`src/rtl/sti_req_arbiter.sv`:
```
// Round-robin command scheduler for the STI_DAC serializer core.
// Two private command FIFOs feed a frame-at-a-time issue FSM that watches so_valid.

module sti_req_fifo #(
  parameter int unsigned DEPTH = 4,
  parameter int unsigned W     = 21
) (
  input  logic         clk_i,
  input  logic         reset_i,
  input  logic         push_i,
  input  logic [W-1:0] data_i,
  input  logic         pop_i,
  output logic [W-1:0] data_o,
  output logic         empty_o,
  output logic         full_o
);
  localparam int unsigned AW = $clog2(DEPTH);

  logic [W-1:0]  mem_q [DEPTH];
  logic [AW-1:0] wr_q, rd_q;
  logic [AW:0]   cnt_q;

  always_ff @(posedge clk_i) begin
    if (push_i) mem_q[wr_q] <= data_i;
  end

  always_ff @(posedge clk_i) begin
    if (reset_i) begin
      wr_q  <= '0;
      rd_q  <= '0;
      cnt_q <= '0;
    end else begin
      if (push_i) wr_q <= wr_q + AW'(1);
      if (pop_i)  rd_q <= rd_q + AW'(1);
      case ({push_i, pop_i})
        2'b10:   cnt_q <= cnt_q + (AW+1)'(1);
        2'b01:   cnt_q <= cnt_q - (AW+1)'(1);
        default: cnt_q <= cnt_q;
      endcase
    end
  end

  assign data_o  = mem_q[rd_q];
  assign empty_o = (cnt_q == '0);
  assign full_o  = (cnt_q == (AW+1)'(DEPTH));
endmodule

module sti_req_arbiter #(
  parameter int unsigned DEPTH   = 4,
  parameter int unsigned TIMEOUT = 40
) (
  input  logic        clk,
  input  logic        reset,
  input  logic        req0_valid,
  output logic        req0_ready,
  input  logic [20:0] req0_cmd,
  input  logic        req1_valid,
  output logic        req1_ready,
  input  logic [20:0] req1_cmd,
  input  logic        end_req,
  input  logic        so_valid,
  output logic        load,
  output logic [15:0] pi_data,
  output logic [1:0]  pi_length,
  output logic        pi_fill,
  output logic        pi_msb,
  output logic        pi_low,
  output logic        pi_end,
  output logic        grant_id,
  output logic        busy,
  output logic [7:0]  frame_cnt,
  output logic        err_timeout,
  output logic        err_len,
  output logic        all_done
);
  localparam int unsigned TW = $clog2(TIMEOUT + 1);

  typedef enum logic [2:0] {
    IDLE, ISSUE, WAIT_START, WAIT_DONE, GAP, END_ISSUE, DONE
  } state_t;

  state_t        state_q;
  logic          load_q, pi_fill_q, pi_msb_q, pi_low_q, pi_end_q;
  logic [15:0]   pi_data_q;
  logic [1:0]    pi_length_q;
  logic          grant_q, last_grant_q, end_pend_q;
  logic [5:0]    bitcnt_q;
  logic [TW-1:0] tocnt_q;
  logic [7:0]    frame_cnt_q;
  logic          err_timeout_q, err_len_q, all_done_q;

  logic        empty0, empty1, full0, full1;
  logic        push0, push1, pop0, pop1, pick1;
  logic [20:0] data0, data1, cmd_sel;
  logic [5:0]  exp_bits;

  // Readiness depends only on registered occupancy, so a same-cycle pop never raises it.
  assign req0_ready = !full0 && !all_done_q;
  assign req1_ready = !full1 && !all_done_q;
  assign push0      = req0_valid && req0_ready;
  assign push1      = req1_valid && req1_ready;

  always_comb begin
    pick1    = !empty1 && (empty0 || !last_grant_q);
    pop0     = (state_q == IDLE) && !empty0 && !pick1;
    pop1     = (state_q == IDLE) && pick1;
    cmd_sel  = pick1 ? data1 : data0;
    exp_bits = {({1'b0, pi_length_q} + 3'd1), 3'b000};
  end

  sti_req_fifo #(.DEPTH(DEPTH), .W(21)) u_fifo0 (
    .clk_i(clk), .reset_i(reset), .push_i(push0), .data_i(req0_cmd),
    .pop_i(pop0), .data_o(data0), .empty_o(empty0), .full_o(full0)
  );

  sti_req_fifo #(.DEPTH(DEPTH), .W(21)) u_fifo1 (
    .clk_i(clk), .reset_i(reset), .push_i(push1), .data_i(req1_cmd),
    .pop_i(pop1), .data_o(data1), .empty_o(empty1), .full_o(full1)
  );

  always_ff @(posedge clk) begin
    if (reset) begin
      state_q       <= IDLE;
      load_q        <= 1'b0;
      pi_data_q     <= '0;
      pi_length_q   <= '0;
      pi_fill_q     <= 1'b0;
      pi_msb_q      <= 1'b0;
      pi_low_q      <= 1'b0;
      pi_end_q      <= 1'b0;
      grant_q       <= 1'b0;
      last_grant_q  <= 1'b1;
      end_pend_q    <= 1'b0;
      bitcnt_q      <= '0;
      tocnt_q       <= '0;
      frame_cnt_q   <= '0;
      err_timeout_q <= 1'b0;
      err_len_q     <= 1'b0;
      all_done_q    <= 1'b0;
    end else begin
      if (end_req && !all_done_q) end_pend_q <= 1'b1;
      case (state_q)
        IDLE: begin
          if (pop0 || pop1) begin
            pi_data_q    <= cmd_sel[15:0];
            pi_length_q  <= cmd_sel[17:16];
            pi_fill_q    <= cmd_sel[18];
            pi_msb_q     <= cmd_sel[19];
            pi_low_q     <= cmd_sel[20];
            pi_end_q     <= 1'b0;
            grant_q      <= pick1;
            last_grant_q <= pick1;
            load_q       <= 1'b1;
            state_q      <= ISSUE;
          end else if (end_pend_q) begin
            load_q     <= 1'b1;
            pi_end_q   <= 1'b1;
            all_done_q <= 1'b1;
            end_pend_q <= 1'b0;
            state_q    <= END_ISSUE;
          end
        end
        ISSUE: begin
          load_q   <= 1'b0;
          bitcnt_q <= '0;
          tocnt_q  <= '0;
          state_q  <= WAIT_START;
        end
        WAIT_START: begin
          if (so_valid) begin
            bitcnt_q <= 6'd1;
            state_q  <= WAIT_DONE;
          end else if (tocnt_q == TW'(TIMEOUT - 1)) begin
            err_timeout_q <= 1'b1;
            state_q       <= GAP;
          end else begin
            tocnt_q <= tocnt_q + TW'(1);
          end
        end
        WAIT_DONE: begin
          if (so_valid) begin
            bitcnt_q <= bitcnt_q + 6'd1;
          end else begin
            if (bitcnt_q != exp_bits) err_len_q <= 1'b1;
            frame_cnt_q <= frame_cnt_q + 8'd1;
            state_q     <= GAP;
          end
        end
        GAP:       state_q <= IDLE;
        END_ISSUE: begin
          load_q  <= 1'b0;
          state_q <= DONE;
        end
        DONE:      state_q <= DONE;
        default:   state_q <= IDLE;
      endcase
    end
  end

  assign load        = load_q;
  assign pi_data     = pi_data_q;
  assign pi_length   = pi_length_q;
  assign pi_fill     = pi_fill_q;
  assign pi_msb      = pi_msb_q;
  assign pi_low      = pi_low_q;
  assign pi_end      = pi_end_q;
  assign grant_id    = grant_q;
  assign busy        = (state_q != IDLE) && (state_q != DONE);
  assign frame_cnt   = frame_cnt_q;
  assign err_timeout = err_timeout_q;
  assign err_len     = err_len_q;
  assign all_done    = all_done_q;
endmodule
```
`config.mk`:
```
export PLATFORM = sky130hd
export DESIGN_NAME = sti_req_arbiter
export DESIGN_NICKNAME = d
export VERILOG_FILES = /design/src/rtl/sti_req_arbiter.sv
export SDC_FILE = /design/constraint.sdc
export NUM_CORES = 1
export LEC_CHECK = 0
export ABC_CLOCK_PERIOD_IN_PS = 4000
export BUFFER_PORTS_ARGS = -buffer_cell sky130_fd_sc_hd__buf_2
export CAP_MARGIN = 20
export CORE_UTILIZATION = 60
export DETAILED_ROUTE_END_ITERATION = 10
export PLACE_DENSITY = 0.8
export SLEW_MARGIN = 20
export SYNTH_ARGS = -nofsm -noshare
export SYNTH_HDL_FRONTEND = slang
export SYNTH_SLANG_ARGS = --single-unit
```
`constraint.sdc`:
```
create_clock -name clk -period 4 [get_ports clk]
set_input_delay 0.6 -clock clk [delete_from_list [all_inputs] [get_ports clk]]
set_output_delay 0.6 -clock clk [all_outputs]
set_load 0.01 [all_outputs]
```
==> results of run 1 <==
cell families after synthesis:
family / after synthesis / synth area share [%]
DFF: 238 / 68.90
and+or+nand+nor: 105 / 5.724
AOI/OAI and AO/OA: 89 / 5.350
muxes: 69 / 13.01
buffers and inverters: 50 / 2.140
xor gates and xnor gates: 26 / 2.434
adders and majority gates: 17 / 2.434
worst register-to-register path, stage by stage, from the launching register on:
cell and delay [ns]:
dfxtp_1 0.49, nor3_2 0.53, nand3_1 0.27, inv_1 0.11, ha_1 0.19, inv_1 0.07, fa_1 0.41, xor2_1 0.18
or3_1 0.31, a21oi_1 0.15
sequential cells by signal, summed over array words and instances, names as in the netlist, 2 cells and up, named ones only:
| name | cells |
|---|---|
| pi_data | 16 |
| u_fifo1.wr_q | 2 |
| frame_cnt | 8 |
| u_fifo1.mem_q | 84 |
| u_fifo1.rd_q | 2 |
| tocnt_q | 6 |
| pi_length | 2 |
| u_fifo0.cnt_q | 3 |
| u_fifo0.rd_q | 2 |
| u_fifo0.mem_q | 84 |
| bitcnt_q | 6 |
| u_fifo0.wr_q | 2 |
| u_fifo1.cnt_q | 3 |
| state_q | 3 |
Yosys cell counts (4+ instances only):
cell / count
edfxtp_1: 168
nand2_1: 14
a31oi_1: 4
nand4_1: 7
dfxtp_1: 70
nor3_1: 7
or3_1: 5
buf_1: 7
ha_1: 15
a21oi_1: 38
and2_1: 10
mux2i_1: 26
clkbuf_1: 15
buf_2: 4
xnor2_1: 10
inv_1: 23
nor2_1: 38
mux4_2: 42
xor2_1: 16
o21ai_0: 30
nand3_1: 8
routing by layer:
layer  wire [microns]  track usage, %  vias to the layer above
met1             7532           30.64                     2717
li1                 -               -                     2462
met5                0               0                        -
met3              999           3.838                       42
met4              653           8.613                        0
met2            10280           44.09                      189
worst min-delay path by stage:
stage | start | end | slack (ns) | cells past startpoint
2_1_floorplan | tocnt_q[4]$_SDFFE_PP0P_ | tocnt_q[4]$_SDFFE_PP0P_ | 0.47 | 2
3_3_place_gp | err_len$_SDFFE_PP0P_ | err_len$_SDFFE_PP0P_ | 0.44 | 2
3_5_place_dp | err_len$_SDFFE_PP0P_ | err_len$_SDFFE_PP0P_ | 0.45 | 2
4_1_cts | req1_cmd[20] | u_fifo1.mem_q[1][20]$_DFFE_PP_ | 0.29 | 1
5_1_grt | req1_cmd[0] | u_fifo1.mem_q[1][0]$_DFFE_PP_ | 0.28 | 1
6_report | req1_cmd[0] | u_fifo1.mem_q[1][0]$_DFFE_PP_ | 0.30 | 1
through the flow:
step	worst slack, ns	area [sq um]	total power, mW	util (%)
after global routing	1.009	10760	7.929	70.77
final	1.231	10770	7.583	70.83
after detailed placement	1.239	9985	5.461	65.68
after floorplan	1.720	9355	4.766	-
after global placement	1.311	9985	5.338	65.68
after CTS	1.288	10750	7.625	70.72
power breakdown:
group	internal [mW]	switching [mW]	total [mW]
clock	1.26	0.897	2.15
sequential	3.11	0.274	3.38
combinational	0.850	1.20	2.05
area by class of cell:
| cell class | count | share of cell area, % |
|---|---|---|
| inverters | 23 | 0.8018 |
| flip-flops and latches | 238 | 59.87 |
| diodes | 6 | 0.1394 |
| clock inverters | 14 | 1.243 |
| repair buffers | 95 | 4.648 |
| well taps | 188 | 2.185 |
| multi-input cells | 306 | 25.24 |
| clock buffers | 30 | 5.880 |
==> impl_metrics.env, run 1 <==
export IMPL_status="complete, no violations"
export IMPL_min_period_ns=2.769
export IMPL_crit_top_cell="inv_1"
export IMPL_grt_overflow_total=0
export IMPL_rows=45
export IMPL_syn_nets=659
export IMPL_final_cell_mix="168 x edfxtp_1, 85 x buf_2, 70 x dfxtp_1, 42 x mux4_2, 38 x nor2_1"
export IMPL_post_cts_resized=0
export IMPL_synth_top_area_cell="edfxtp_1"
export IMPL_crit_buf_inv=2
export IMPL_grt_start_max_net_pins=45
export IMPL_hold_viol_final=0
export IMPL_hold_path_class="in2reg"
export IMPL_ys_flop_type="edfxtp_1"
export IMPL_async_reset_ff_share_pct=0
export IMPL_reg2regPathDepth=9
export IMPL_area_growth_pct=15.10
export IMPL_layout_drive_gt1_share_pct=25.35
export IMPL_multiInputGateArea_sq_um=2718
export IMPL_yosysWarnings=0
export IMPL_synthesis_area_sq_um=9355
export IMPL_ff2ff_setup_slack_ns=1.23
export IMPL_worst_pin_slew_ns=1.137
export IMPL_vdd_drop_max_v=0.0005383
export IMPL_max_stage_delay_ns=0.53
export IMPL_path_cells="nor3_2 > nand3_1 > inv_1 > ha_1 > inv_1 > fa_1 > xor2_1 > or3_1 > a21oi_1"
export IMPL_drt_iter0_markers=358
export IMPL_routed_wl_mm=19.47
export IMPL_setup_violations_final=0
export IMPL_end_kind="flop"
export IMPL_arrival_ns=3.20
export IMPL_crit_cells=9
export IMPL_grt_pass1_wl_mm=29.41
export IMPL_relSlewSlack_pct=24.19
export IMPL_tns_ns=0
export IMPL_die_area_sq_um=16100
export IMPL_rsz0062_at_grt="no"
export IMPL_synth_edf_count=168
export IMPL_insertion_delay_ns=0.52
export IMPL_path_max_fanout=17
export IMPL_place_gp_congestion=0.7763
export IMPL_slowest_stage="nor3_2"
export IMPL_clock_tree_buffer_depth=3
export IMPL_cts_tree="yes"
export IMPL_final_cells=900
export IMPL_synth_seq_cells=238
export IMPL_start_util_pct=61.54
export IMPL_post_cts_buffers=0
export IMPL_drv_slew=0
export IMPL_p_leak_nw=3.827
export IMPL_dp_cells=850
export IMPL_firstDrtPassIters=5
export IMPL_startpoint_type="flop"
export IMPL_regToRegEndpoint="u_fifo1.cnt_q[2]$_SDFFE_PP0P_"
export IMPL_crit_type="reg2reg"
export IMPL_synthCells=594
export IMPL_yosysTopAreaCellShare_pct=53.93
export IMPL_ys_top_cells_by_area="edfxtp_1 54%, dfxtp_1 15%, mux4_2 10%"
export IMPL_nNetsFinal=753
export IMPL_detail_route_antenna_nets=0
export IMPL_critPathTopFamily="simple AND/OR/NAND/NOR gates"
export IMPL_maxCapViolations=0
export IMPL_seq_area_sq_um=6446
export IMPL_io_buffers=85
export IMPL_startpoint="state_q[2]$_SDFFE_PP0P_"
export IMPL_hold_ws_ns=0.2984
export IMPL_drc=0
export IMPL_cts_root_buf="clkbuf_16"
export IMPL_clock_sinks=238
export IMPL_crit_path_end="u_fifo1.cnt_q[2]$_SDFFE_PP0P_"
export IMPL_cts_inserted_buffers=24
export IMPL_synth_seq_area_share_pct=68.90
export IMPL_viasPerCell=6.011
export IMPL_period_share_pct=69.22
export IMPL_p_per_area_nw_per_um2=704.2
export IMPL_synth_area_per_cell_sq_um=15.75
export IMPL_core_sq_um=15200
export IMPL_h_tree_depth=1
export IMPL_final_common_cell="edfxtp_1"
export IMPL_grt_pass1_vias=5474
export IMPL_vias=5410
export IMPL_crit_required_ns=4.43
export IMPL_cts_hold_buf=0
export IMPL_fin_skew_ns=0.01614
export IMPL_antenna_found_initial=3
export IMPL_post_synth_num_cell_types=46
export IMPL_io_pins=86
export IMPL_fillers=946
export IMPL_die_w_microns=126.9
export IMPL_rr_startpoint="state_q[2]$_SDFFE_PP0P_"
export IMPL_clk_pin_slew_ns=0.06
export IMPL_track_usage_pct=24.64
export IMPL_max_freq_mhz=361.2
export IMPL_die_h_microns=126.9
export IMPL_avgRoutedWirePerCell_microns=21.63
export IMPL_hpwl_mm=12.56
No activity file was read; power rests on OpenSTA's default activity.
==> run 2, diff against run 1 <==
Settings changed: ABC_CLOCK_PERIOD_IN_PS 4000 to 2900, CORE_UTILIZATION 60 to 59, PLACE_DENSITY 0.8 to 0.79.
Clock period 4 ns to 2.9 ns, I/O delays scaled along.
==> impl_metrics.env, run 2 (synthesis gave the netlist of run 1 again) <==
export IMPL_drt_met1_wl_mm=7.701
export IMPL_min_from="req0_cmd[12]"
export IMPL_detail_route_antenna_nets=0
export IMPL_die_area_sq_um=16360
export IMPL_clk_pin_slew_ns=0.06
export IMPL_slowest_stage="dfxtp_1"
export IMPL_die_h_microns=127.9
export IMPL_hold_viol_final=0
export IMPL_startpoint_type="flop"
export IMPL_die_w_microns=127.9
export IMPL_vias=5427
export IMPL_cts_tree="yes"
export IMPL_p_leak_nw=3.895
export IMPL_io_pins=86
export IMPL_drt_iter0_markers=424
export IMPL_post_cts_resized=0
export IMPL_rr_startpoint="state_q[1]$_SDFFE_PP0P_"
export IMPL_end_kind="flop"
export IMPL_maxUsedRoutingLayer="met4"
export IMPL_path_cells="nor3_2 > nand3_1 > inv_1 > ha_1 > inv_1 > fa_1 > xor2_1 > or3_1 > a21oi_1"
export IMPL_diodes=0
export IMPL_rows=45
export IMPL_post_place_ws_ns=0.4088
export IMPL_relSlewSlack_pct=55.38
export IMPL_startpoint="state_q[1]$_SDFFE_PP0P_"
export IMPL_fillers=982
export IMPL_period_share_pct=88.31
export IMPL_ff2ff_setup_slack_ns=0.34
export IMPL_insertion_delay_ns=0.52
export IMPL_vdd_drop_max_v=0.0007133
export IMPL_h_tree_depth=1
export IMPL_hold_path_class="in2reg"
export IMPL_arrival_ns=3.00
export IMPL_rsz0062_at_grt="no"
export IMPL_fin_skew_ns=0.01077
export IMPL_reg2regPathDepth=9
export IMPL_firstDrtPassIters=5
export IMPL_core_sq_um=15310
export IMPL_clock_sinks=238
export IMPL_area_growth_pct=16.26
export IMPL_crit_type="reg2reg"
export IMPL_post_cts_buffers=0
export IMPL_grt_pass1_vias=5655
export IMPL_path_max_fanout=13
export IMPL_max_freq_mhz=390.5
export IMPL_start_util_pct=61.09
export IMPL_setup_violations_final=0
export IMPL_grt_pass1_wl_mm=30.17
export IMPL_viasPerCell=5.835
export IMPL_holdPathEnd="u_fifo0.mem_q[3][12]$_DFFE_PP_"
export IMPL_route_met3_wl_mm=1.179
export IMPL_regToRegEndpoint="u_fifo1.cnt_q[2]$_SDFFE_PP0P_"
export IMPL_cts_root_buf="clkbuf_16"
export IMPL_grt_overflow_total=0
export IMPL_io_buffers=85
export IMPL_max_stage_delay_ns=0.44
export IMPL_cts_hold_buf=0
export IMPL_crit_buf_inv=2
export IMPL_cts_inserted_buffers=24
export IMPL_critPathTopFamily="simple AND/OR/NAND/NOR gates"
export IMPL_hpwl_mm=11.99
export IMPL_final_common_cell="edfxtp_1"
export IMPL_grt_start_max_net_pins=44
export IMPL_routed_wl_mm=19.29
export IMPL_drv_slew=0
export IMPL_antenna_found_initial=0
export IMPL_met2_length_mm=9.960
export IMPL_min_delay_path_depth=1
export IMPL_nNetsFinal=766
export IMPL_status="complete, no violations"
export IMPL_layout_drive_gt1_share_pct=26.29
export IMPL_tns_ns=0
export IMPL_setup_ws_ns=0.3391
export IMPL_min_period_ns=2.561
export IMPL_clock_tree_buffer_depth=3
export IMPL_avgRoutedWirePerCell_microns=20.74
export IMPL_crit_top_cell="inv_1"
export IMPL_p_per_area_nw_per_um2=962.9
export IMPL_maxCapViolations=0
export IMPL_crit_required_ns=3.34
export IMPL_worst_pin_slew_ns=0.6684
export IMPL_final_cell_mix="168 x edfxtp_1, 85 x buf_2, 70 x dfxtp_1, 42 x mux4_2, 38 x nor2_1"
export IMPL_drc=0
export IMPL_place_gp_congestion=0.8706
export IMPL_track_usage_pct=24.71
-- run 2: worst max path at each step --
stage                     slack (ns)  depth (start not counted)                             to
after global placement          0.59                          9  u_fifo1.cnt_q[2]$_SDFFE_PP0P_
final                           0.34                          9  u_fifo1.cnt_q[2]$_SDFFE_PP0P_
after floorplan                 0.62                         10  u_fifo1.cnt_q[2]$_SDFFE_PP0P_
after detailed placement        0.41                          9  u_fifo1.cnt_q[2]$_SDFFE_PP0P_
after global routing            0.24                          9  u_fifo1.cnt_q[2]$_SDFFE_PP0P_
after CTS                       0.39                          9  u_fifo1.cnt_q[2]$_SDFFE_PP0P_
-- run 2: worst reg2reg max path: cells and delay by family, from the launching register on --
kind                       cells  cell delay [ns]
AOI/OAI and AO/OA              1             0.14
xor gates and xnor gates       1             0.16
adders and majority gates      2             0.56
buffers and inverters          2             0.18
DFF                            1             0.44
and+or+nand+nor                3             1.01
-- run 2: where the power goes --
part / internal [mW] / switching, mW
Clock: 1.76 / 1.21
Sequential: 4.28 / 0.310
Combinational: 1.22 / 1.70
Total: 7.25 / 3.22
-- run 2: area by class of cell --
type / instances / area, sq um / share of cell area, %
clock buffers: 40 / 710.7 / 6.534
clock inverters: 4 / 55.05 / 0.5062
inverters: 23 / 86.33 / 0.7937
multi-input cells: 306 / 2716 / 24.97
flip-flops and latches: 238 / 6446 / 59.27
well taps: 211 / 264.0 / 2.427
repair buffers: 108 / 598.1 / 5.499
-- run 2: per-stage QoR --
stage	hold slack, ns	instance area [sq um]	total power [mW]	utilization [%]	instances
after global routing	0.1086	10880	10.99	71.02	930
after CTS	0.1127	10880	10.53	71.02	930
after floorplan	0.4670	9355	6.574	-	594
final	0.1299	10880	10.47	71.02	930
after global placement	0.4428	10110	7.379	66.02	886
after detailed placement	0.4787	10110	7.548	66.02	886
-- run 2: layer usage --
metal / vias up / global-route usage (%)
met5: - / 0
li1: 2485 / -
met2: 198 / 43.38
met3: 35 / 4.215
met1: 2709 / 31.49
met4: 0 / 7.958
